[src/rtl/mac_sequencer.sv]
// mac_sequencer: microcoded multiply-accumulate engine for the DSP audio path.
// Each start runs a program from coefficient ROM through a six-stage pipeline
// (F, D, A, M, X, W), one instruction per cycle with no stalls.
// Optional build macro MAC_SEQUENCER_SAT_EN: when defined, SAVE saturates to
// 16 signed bits; otherwise SAVE truncates.
module mac_sequencer #(
    parameter int unsigned CHAN_W  = 3,
    parameter int unsigned FRAME_W = 4,
    parameter int unsigned CODE_W  = 8,
    parameter int unsigned ACC_W   = 40,
    parameter int unsigned OUT_W   = 4
) (
    input  logic                        ck,
    input  logic                        rst,
    input  logic                        start,
    input  logic [FRAME_W-1:0]          frame,
    output logic [CODE_W-1:0]           coef_addr,
    input  logic [31:0]                 coef_data,
    output logic [CHAN_W+FRAME_W-1:0]   audio_raddr,
    input  logic signed [15:0]          audio_in,
    output logic [OUT_W-1:0]            out_addr,
    output logic [15:0]                 out_audio,
    output logic                        out_we,
    output logic                        busy,
    output logic                        done,
    output logic                        error
);

    localparam int unsigned AW       = CHAN_W + FRAME_W;
    localparam int unsigned MaxShift = (ACC_W - 16) / 4;

    localparam logic [3:0] OpHalt = 4'd0;
    localparam logic [3:0] OpMac  = 4'd1;
    localparam logic [3:0] OpMacz = 4'd2;
    localparam logic [3:0] OpMsub = 4'd3;
    localparam logic [3:0] OpSave = 4'd4;
    localparam logic [3:0] OpNop  = 4'd5;

    localparam logic [CODE_W-1:0] CodeMax = '1;

    typedef enum logic [1:0] {StIdle, StRun, StDrain} state_e;

    state_e               state;
    logic                 d_pend;      // coef_data holds a live fetch this cycle
    logic                 d_last;      // that fetch came from the last ROM word
    logic [FRAME_W-1:0]   frame_q;
    logic [1:0]           drain_cnt;
    logic                 abort_q;

    // D stage: decode the instruction word straight off the ROM
    logic [3:0]           d_op;
    logic [15:0]          d_gain;
    logic [CHAN_W-1:0]    d_chan;
    logic [FRAME_W-1:0]   d_off;
    logic                 d_live, d_abort, d_stop, d_exec;

    assign d_op   = coef_data[31:28];
    assign d_gain = coef_data[15:0];
    assign d_chan = coef_data[16 +: CHAN_W];
    assign d_off  = coef_data[16+CHAN_W +: FRAME_W];

    if (AW < 12) begin : g_unused
        logic unused_hi;
        assign unused_hi = ^coef_data[27:16+AW];
    end

    assign d_live  = (state == StRun) && d_pend;
    assign d_abort = (d_op > OpNop)
                   || ((d_op == OpSave) && (32'(d_off) > MaxShift))
                   || (d_last && (d_op != OpHalt));
    assign d_stop  = (d_op == OpHalt) || d_abort;
    assign d_exec  = d_live && !d_stop;

    // Sequencer FSM: fetch control plus the registered status outputs
    always_ff @(posedge ck) begin
        if (!rst) begin
            state     <= StIdle;
            coef_addr <= '0;
            d_pend    <= 1'b0;
            d_last    <= 1'b0;
            frame_q   <= '0;
            drain_cnt <= '0;
            abort_q   <= 1'b0;
            busy      <= 1'b0;
            done      <= 1'b0;
            error     <= 1'b0;
        end else begin
            d_pend <= 1'b0;
            unique case (state)
                StIdle: begin
                    if (start) begin
                        state     <= StRun;
                        coef_addr <= '0;
                        frame_q   <= frame;
                        busy      <= 1'b1;
                        done      <= 1'b0;
                        error     <= 1'b0;
                    end
                end
                StRun: begin
                    if (d_pend && d_stop) begin
                        // Three more cycles lets the last real op clear W
                        state     <= StDrain;
                        drain_cnt <= 2'd2;
                        abort_q   <= d_abort;
                    end else begin
                        d_pend    <= 1'b1;
                        d_last    <= (coef_addr == CodeMax);
                        if (coef_addr != CodeMax) begin
                            coef_addr <= coef_addr + 1'b1;
                        end
                    end
                end
                StDrain: begin
                    if (drain_cnt == 2'd0) begin
                        state     <= StIdle;
                        coef_addr <= '0;
                        busy      <= 1'b0;
                        done      <= !abort_q;
                        error     <= abort_q;
                    end else begin
                        drain_cnt <= drain_cnt - 2'd1;
                    end
                end
                default: state <= StIdle;
            endcase
        end
    end

    // A, M and X stage registers
    logic                       a_valid, m_valid, x_valid;
    logic [3:0]                 a_op, m_op, x_op;
    logic [15:0]                a_gain;
    logic signed [15:0]         m_gain;
    logic [FRAME_W-1:0]         a_shift, m_shift, x_shift;
    logic [CHAN_W-1:0]          a_chan, m_chan, x_chan;
    logic signed [31:0]         x_prod;
    logic signed [ACC_W-1:0]    acc;

    logic signed [31:0]         m_prod;
    logic signed [ACC_W-1:0]    prod_ext;
    logic signed [ACC_W-1:0]    acc_shr;
    logic [15:0]                save_val;

    assign m_prod   = m_gain * audio_in;
    assign prod_ext = ACC_W'(x_prod);
    assign acc_shr  = acc >>> {x_shift, 2'b00};

`ifdef MAC_SEQUENCER_SAT_EN
    // Result fits when every bit from 4s+15 upward matches the sign
    logic [ACC_W-16:0] sat_hi;
    assign sat_hi   = acc_shr[ACC_W-1:15];
    assign save_val = ((&sat_hi) || !(|sat_hi)) ? acc_shr[15:0]
                    : (acc[ACC_W-1] ? 16'h8000 : 16'h7FFF);
`else
    logic unused_shr;
    assign unused_shr = ^acc_shr[ACC_W-1:16];
    assign save_val   = acc_shr[15:0];
`endif

    // Datapath: address generation, product, accumulate and write-back
    always_ff @(posedge ck) begin
        if (!rst) begin
            a_valid     <= 1'b0;
            m_valid     <= 1'b0;
            x_valid     <= 1'b0;
            a_op        <= '0;
            m_op        <= '0;
            x_op        <= '0;
            a_gain      <= '0;
            m_gain      <= '0;
            a_shift     <= '0;
            m_shift     <= '0;
            x_shift     <= '0;
            a_chan      <= '0;
            m_chan      <= '0;
            x_chan      <= '0;
            x_prod      <= '0;
            acc         <= '0;
            audio_raddr <= '0;
            out_we      <= 1'b0;
            out_addr    <= '0;
            out_audio   <= '0;
        end else begin
            a_valid <= d_exec;
            a_op    <= d_op;
            a_gain  <= d_gain;
            a_shift <= d_off;
            a_chan  <= d_chan;
            if (d_exec) begin
                audio_raddr <= {d_chan, frame_q + d_off};
            end else if (state == StDrain && drain_cnt == 2'd0) begin
                audio_raddr <= '0;
            end

            m_valid <= a_valid;
            m_op    <= a_op;
            m_gain  <= a_gain;
            m_shift <= a_shift;
            m_chan  <= a_chan;

            x_valid <= m_valid;
            x_op    <= m_op;
            x_prod  <= m_prod;
            x_shift <= m_shift;
            x_chan  <= m_chan;

            out_we    <= 1'b0;
            out_addr  <= '0;
            out_audio <= '0;
            if (x_valid) begin
                case (x_op)
                    OpMac:  acc <= acc + prod_ext;
                    OpMacz: acc <= prod_ext;
                    OpMsub: acc <= acc - prod_ext;
                    OpSave: begin
                        out_we    <= 1'b1;
                        out_addr  <= OUT_W'(x_chan);
                        out_audio <= save_val;
                    end
                    default: ;
                endcase
            end
        end
    end

endmodule

[config.mk]
export PLATFORM = sky130hd
export DESIGN_NAME = mac_sequencer
export DESIGN_NICKNAME = d
export VERILOG_FILES = /design/src/rtl/mac_sequencer.sv
export SDC_FILE = /design/constraint.sdc
export NUM_CORES = 1
export LEC_CHECK = 0
export ABC_AREA = 1
export CAP_MARGIN = 25
export CORE_MARGIN = 2
export CORE_UTILIZATION = 29
export CTS_BUF_LIST = sky130_fd_sc_hd__clkbuf_8
export DETAILED_ROUTE_END_ITERATION = 8
export SLEW_MARGIN = 20
export SYNTH_ARGS = -nofsm -noshare
export SYNTH_HDL_FRONTEND = slang
export SYNTH_SLANG_ARGS = --single-unit
[constraint.sdc]
create_clock -name ck -period 14.3 [get_ports ck]
set_clock_uncertainty 0.2 [all_clocks]
set_input_delay 2.86 -clock ck [delete_from_list [all_inputs] [get_ports ck]]
set_output_delay 2.86 -clock ck [all_outputs]
set_load 0.02 [all_outputs]
==> impl_metrics.ini <==
[global_routing]
grt_max_degree = 97
antenna_found_initial = 1
grtUsageTotal_pct = 15.3
grt_pass1_wl_um = 96300
grt_pass1_vias = 18760
grt_overflow = 0

[routing]
drt_wl_total_um = 57400
firstDrtPassIters = 5
vias = 18650
ant_nets = 0
viasPerCell = 4.49
wl_per_cell_um = 13.8
first_iter_violations = 1098
drc = 0

[power]
pwr-share-comb_pct = 58.5
seq_power_share_pct = 25.5
total_leakage_power_uw = 0.0131
swShare_pct = 49.8
p_int_uw = 1210
power.density_nw_per_um2 = 101
ir_worst_vdd_mv = 0.0711
p_switching_uw = 1210
clockPowerShare_pct = 15.9

[logic_synthesis]
netlist_instances = 3171
async_flop_share_pct = 0
synth-seq-cells = 189
synth_edf_count = 0
ys_seq_area_share_pct = 17.3
ys_warn_count = 0
synth.distinct_cells = 49
syn_avg_cell_area_um2 = 6.89
syn_area_um2 = 21900
synth_flop_cell = dfxtp_1
syn_nets = 3617

[status]
status = completed

[placement]
dp.cells = 4125
dpl_cell_area_um2 = 23600
globalplace.congestion = 0.987
dp_slack_ns = 4.60
dpl.hpwl_um = 47800
io_buffers = 87

[worst_setup_path]
cp.depth = 23
cp_data_arrival_time_ns = 9.37
worstSetupPathType = in2reg
path_buf_inv = 6
rr_startpoint = m_gain[15]
rr_endpoint = x_prod[31]
regToRegSetupSlack_ns = 7.71
worstSetupEndpointType = flop
crit_top_cell = fa_1
crit_family = adder cells
crit_fanout = 16
worstSetupStartpointType = input pin
crit_slowest_cell = clkdlybuf4s50_1
cp_slowest_stage_delay_ns = 1.02
path_cells = clkdlybuf4s50_1 -> nand2_1 -> fa_1 -> inv_1 -> fa_1 -> fa_1 -> inv_1 -> fa_1 -> inv_1 -> fa_1 -> inv_1 -> fa_1 -> inv_1 -> ha_1 -> a21o_1 -> nand3_1 -> nand2_1 -> a21oi_1 -> o21ai_0 -> a21oi_1 -> nand2_1 -> nand2_1 -> nor2_1
rr_worst_depth = 21
crit_required_ns = 14.51

[floorplanning]
rows = 100
die_area_um2 = 77600
num_io_pins = 94
die_h_um = 279
initial_core_util_pct = 29.3
die_w_um = 279
core_area_um2 = 74600

[hold_path]
hp-start = m_op[3]
min_path_type = reg2reg
hold_end = x_op[3]
hold_depth = 2

[cts]
clk_pin_slew_ns = 0.12
cts_tree = done
cts_inserted_buffers = 17
cts-resized-gates = 0
cts_hold_buffers = 0
cts.sinks = 189
clockBufferDepth = 2
h-tree-depth = 4
postCtsSetupBuffers = 0
cts_root_buffer = clkbuf_8
clock_latency_ns = 0.53

[sta]
fmax_ghz = 0.109
layout_setup_ws_ns = 5.14
maxSlewViolCount = 0
hold_violations = 0
grt_setup_unrepaired = no
fin_crit_sh_pct = 64.0
setup_viol = 0
slew_headroom_pct = 33.7
tightest_slew_ns = 0.994
fin_hold_ws_ns = 0.201
fin_crit_ns = 9.16
fin_setup_tns_ns = 0

[run]
maxCapViolations = 0

[finish]
syn_to_final_growth_pct = 9.89
finalInstanceArea_um2 = 24000
drive_above_1_share_pct = 3.07
finalNonFillerCells = 4158
fillCellCount = 8183
layout.nets = 3621
## power groups by stage
stage	Clock [uW]	Sequential, uW	Combinational, uW
after floorplan	0	611	1070
after global placement	0	630	1400
after detailed placement	0	631	1410
after CTS	397	618	1420
after global routing	420	626	1640
final	385	618	1420
## area by class of cell
type | count | area [um2] | area share [%]
clock inverters | 15 | 208 | 0.865
flip-flops and latches | 189 | 3780 | 15.8
clock buffers | 17 | 234 | 0.974
multi-input cells | 2100 | 14700 | 61.4
inverters | 772 | 2900 | 12.1
repair buffers | 95 | 928 | 3.87
well taps | 969 | 1210 | 5.05
diodes | 1 | 2.50 | 0.0104
## synthesized netlist by cell type, types with 3 or more instances
library cell,instances,area share [%]
o21ai_1,15,0.34
o21ai_2,5,0.20
inv_2,16,0.27
fa_1,264,24
xor2_1,42,1.7
nor2_4,5,0.26
xnor2_1,19,0.76
inv_1,754,13
nor2_1,190,3.3
nand3_2,6,0.27
nand3_1,114,2.6
buf_1,6,0.10
a21oi_1,163,3.7
o221ai_1,5,0.20
and3_1,3,0.086
nor3_2,4,0.18
nand4_1,26,0.74
nand2_2,4,0.11
dfxtp_1,189,17
buf_2,11,0.25
o21a_1,8,0.27
mux2i_1,11,0.50
or2_2,9,0.26
o21bai_1,15,0.52
nand2_1,878,15
clkbuf_1,92,1.6
o21ai_0,108,2.5
o31ai_1,4,0.14
a21o_1,6,0.21
o211ai_1,15,0.52
nor2_2,7,0.20
nor3_1,16,0.37
a31oi_1,15,0.43
ha_1,127,7.3
## registers in the layout, summed over array words and instances, names as in the netlist, 7 cells and up
register / count
x_prod: 32
out_audio: 16
audio_raddr: 7
coef_addr: 8
m_gain: 16
acc: 40
a_gain: 16
## worst max path at each step
stage                       endpoint   startpoint
after floorplan           x_prod[31]  audio_in[5]
after global placement    x_prod[31]  audio_in[1]
after detailed placement  x_prod[31]  audio_in[1]
after CTS                 x_prod[31]  audio_in[1]
after global routing      x_prod[31]  audio_in[1]
final                     x_prod[31]  audio_in[7]
## per-stage QoR
stage,total power [uW],utilization (%)
after floorplan,1680,-
after global placement,2030,31.6
after detailed placement,2040,31.6
after CTS,2440,32.2
after global routing,2680,32.2
final,2420,32.2
## per-layer routing
metal  vias to the layer above  wire, um  track usage, %  part of all wire, %
li1                       9471         -               -                    -
met1                      8745     26300            19.9                   46
met2                       348     26900            26.0                   47
met3                        86      2080            1.83                  3.6
met4                         0      2170            5.87                  3.8
met5                         -         0               0                    0
## cells in the final DEF, fill, tap and decap left out, types with 11 or more instances in the layout
cell type	synthesis	layout
o21ai_1	15	15
mux2i_1	11	11
inv_2	16	16
nor2_1	190	190
ha_1	127	127
xor2_1	42	42
o21ai_0	108	108
a21oi_1	163	163
o21bai_1	15	15
nand3_1	114	114
nand4_1	26	26
xnor2_1	19	19
dfxtp_1	189	189
fa_1	264	264
o211ai_1	15	15
nand2_1	878	878
clkdlybuf4s50_1	0	86
clkbuf_8	0	17
inv_1	754	754
nor3_1	16	16
a31oi_1	15	15
## kinds of logic after synthesis
family,after synthesis,share of synthesized area (%)
AND/OR/NAND/NOR,1269,23.7
buffers and inverters,882,15.2
adder cells (fa/ha/maj),391,31.5
AO/OA/AOI/OAI,367,9.32
flip-flops,189,17.3
XOR/XNOR,61,2.44
multiplexers,11,0.504
other,1,0.0172
## tightest hold or removal path: cells and delay by family (launching register included)
family	cells	cell delay [ns]
DFF	1	0.31
and+or+nand+nor	1	0.05
buffers and inverters	1	0.03
No activity file was read; power rests on OpenSTA's default activity.
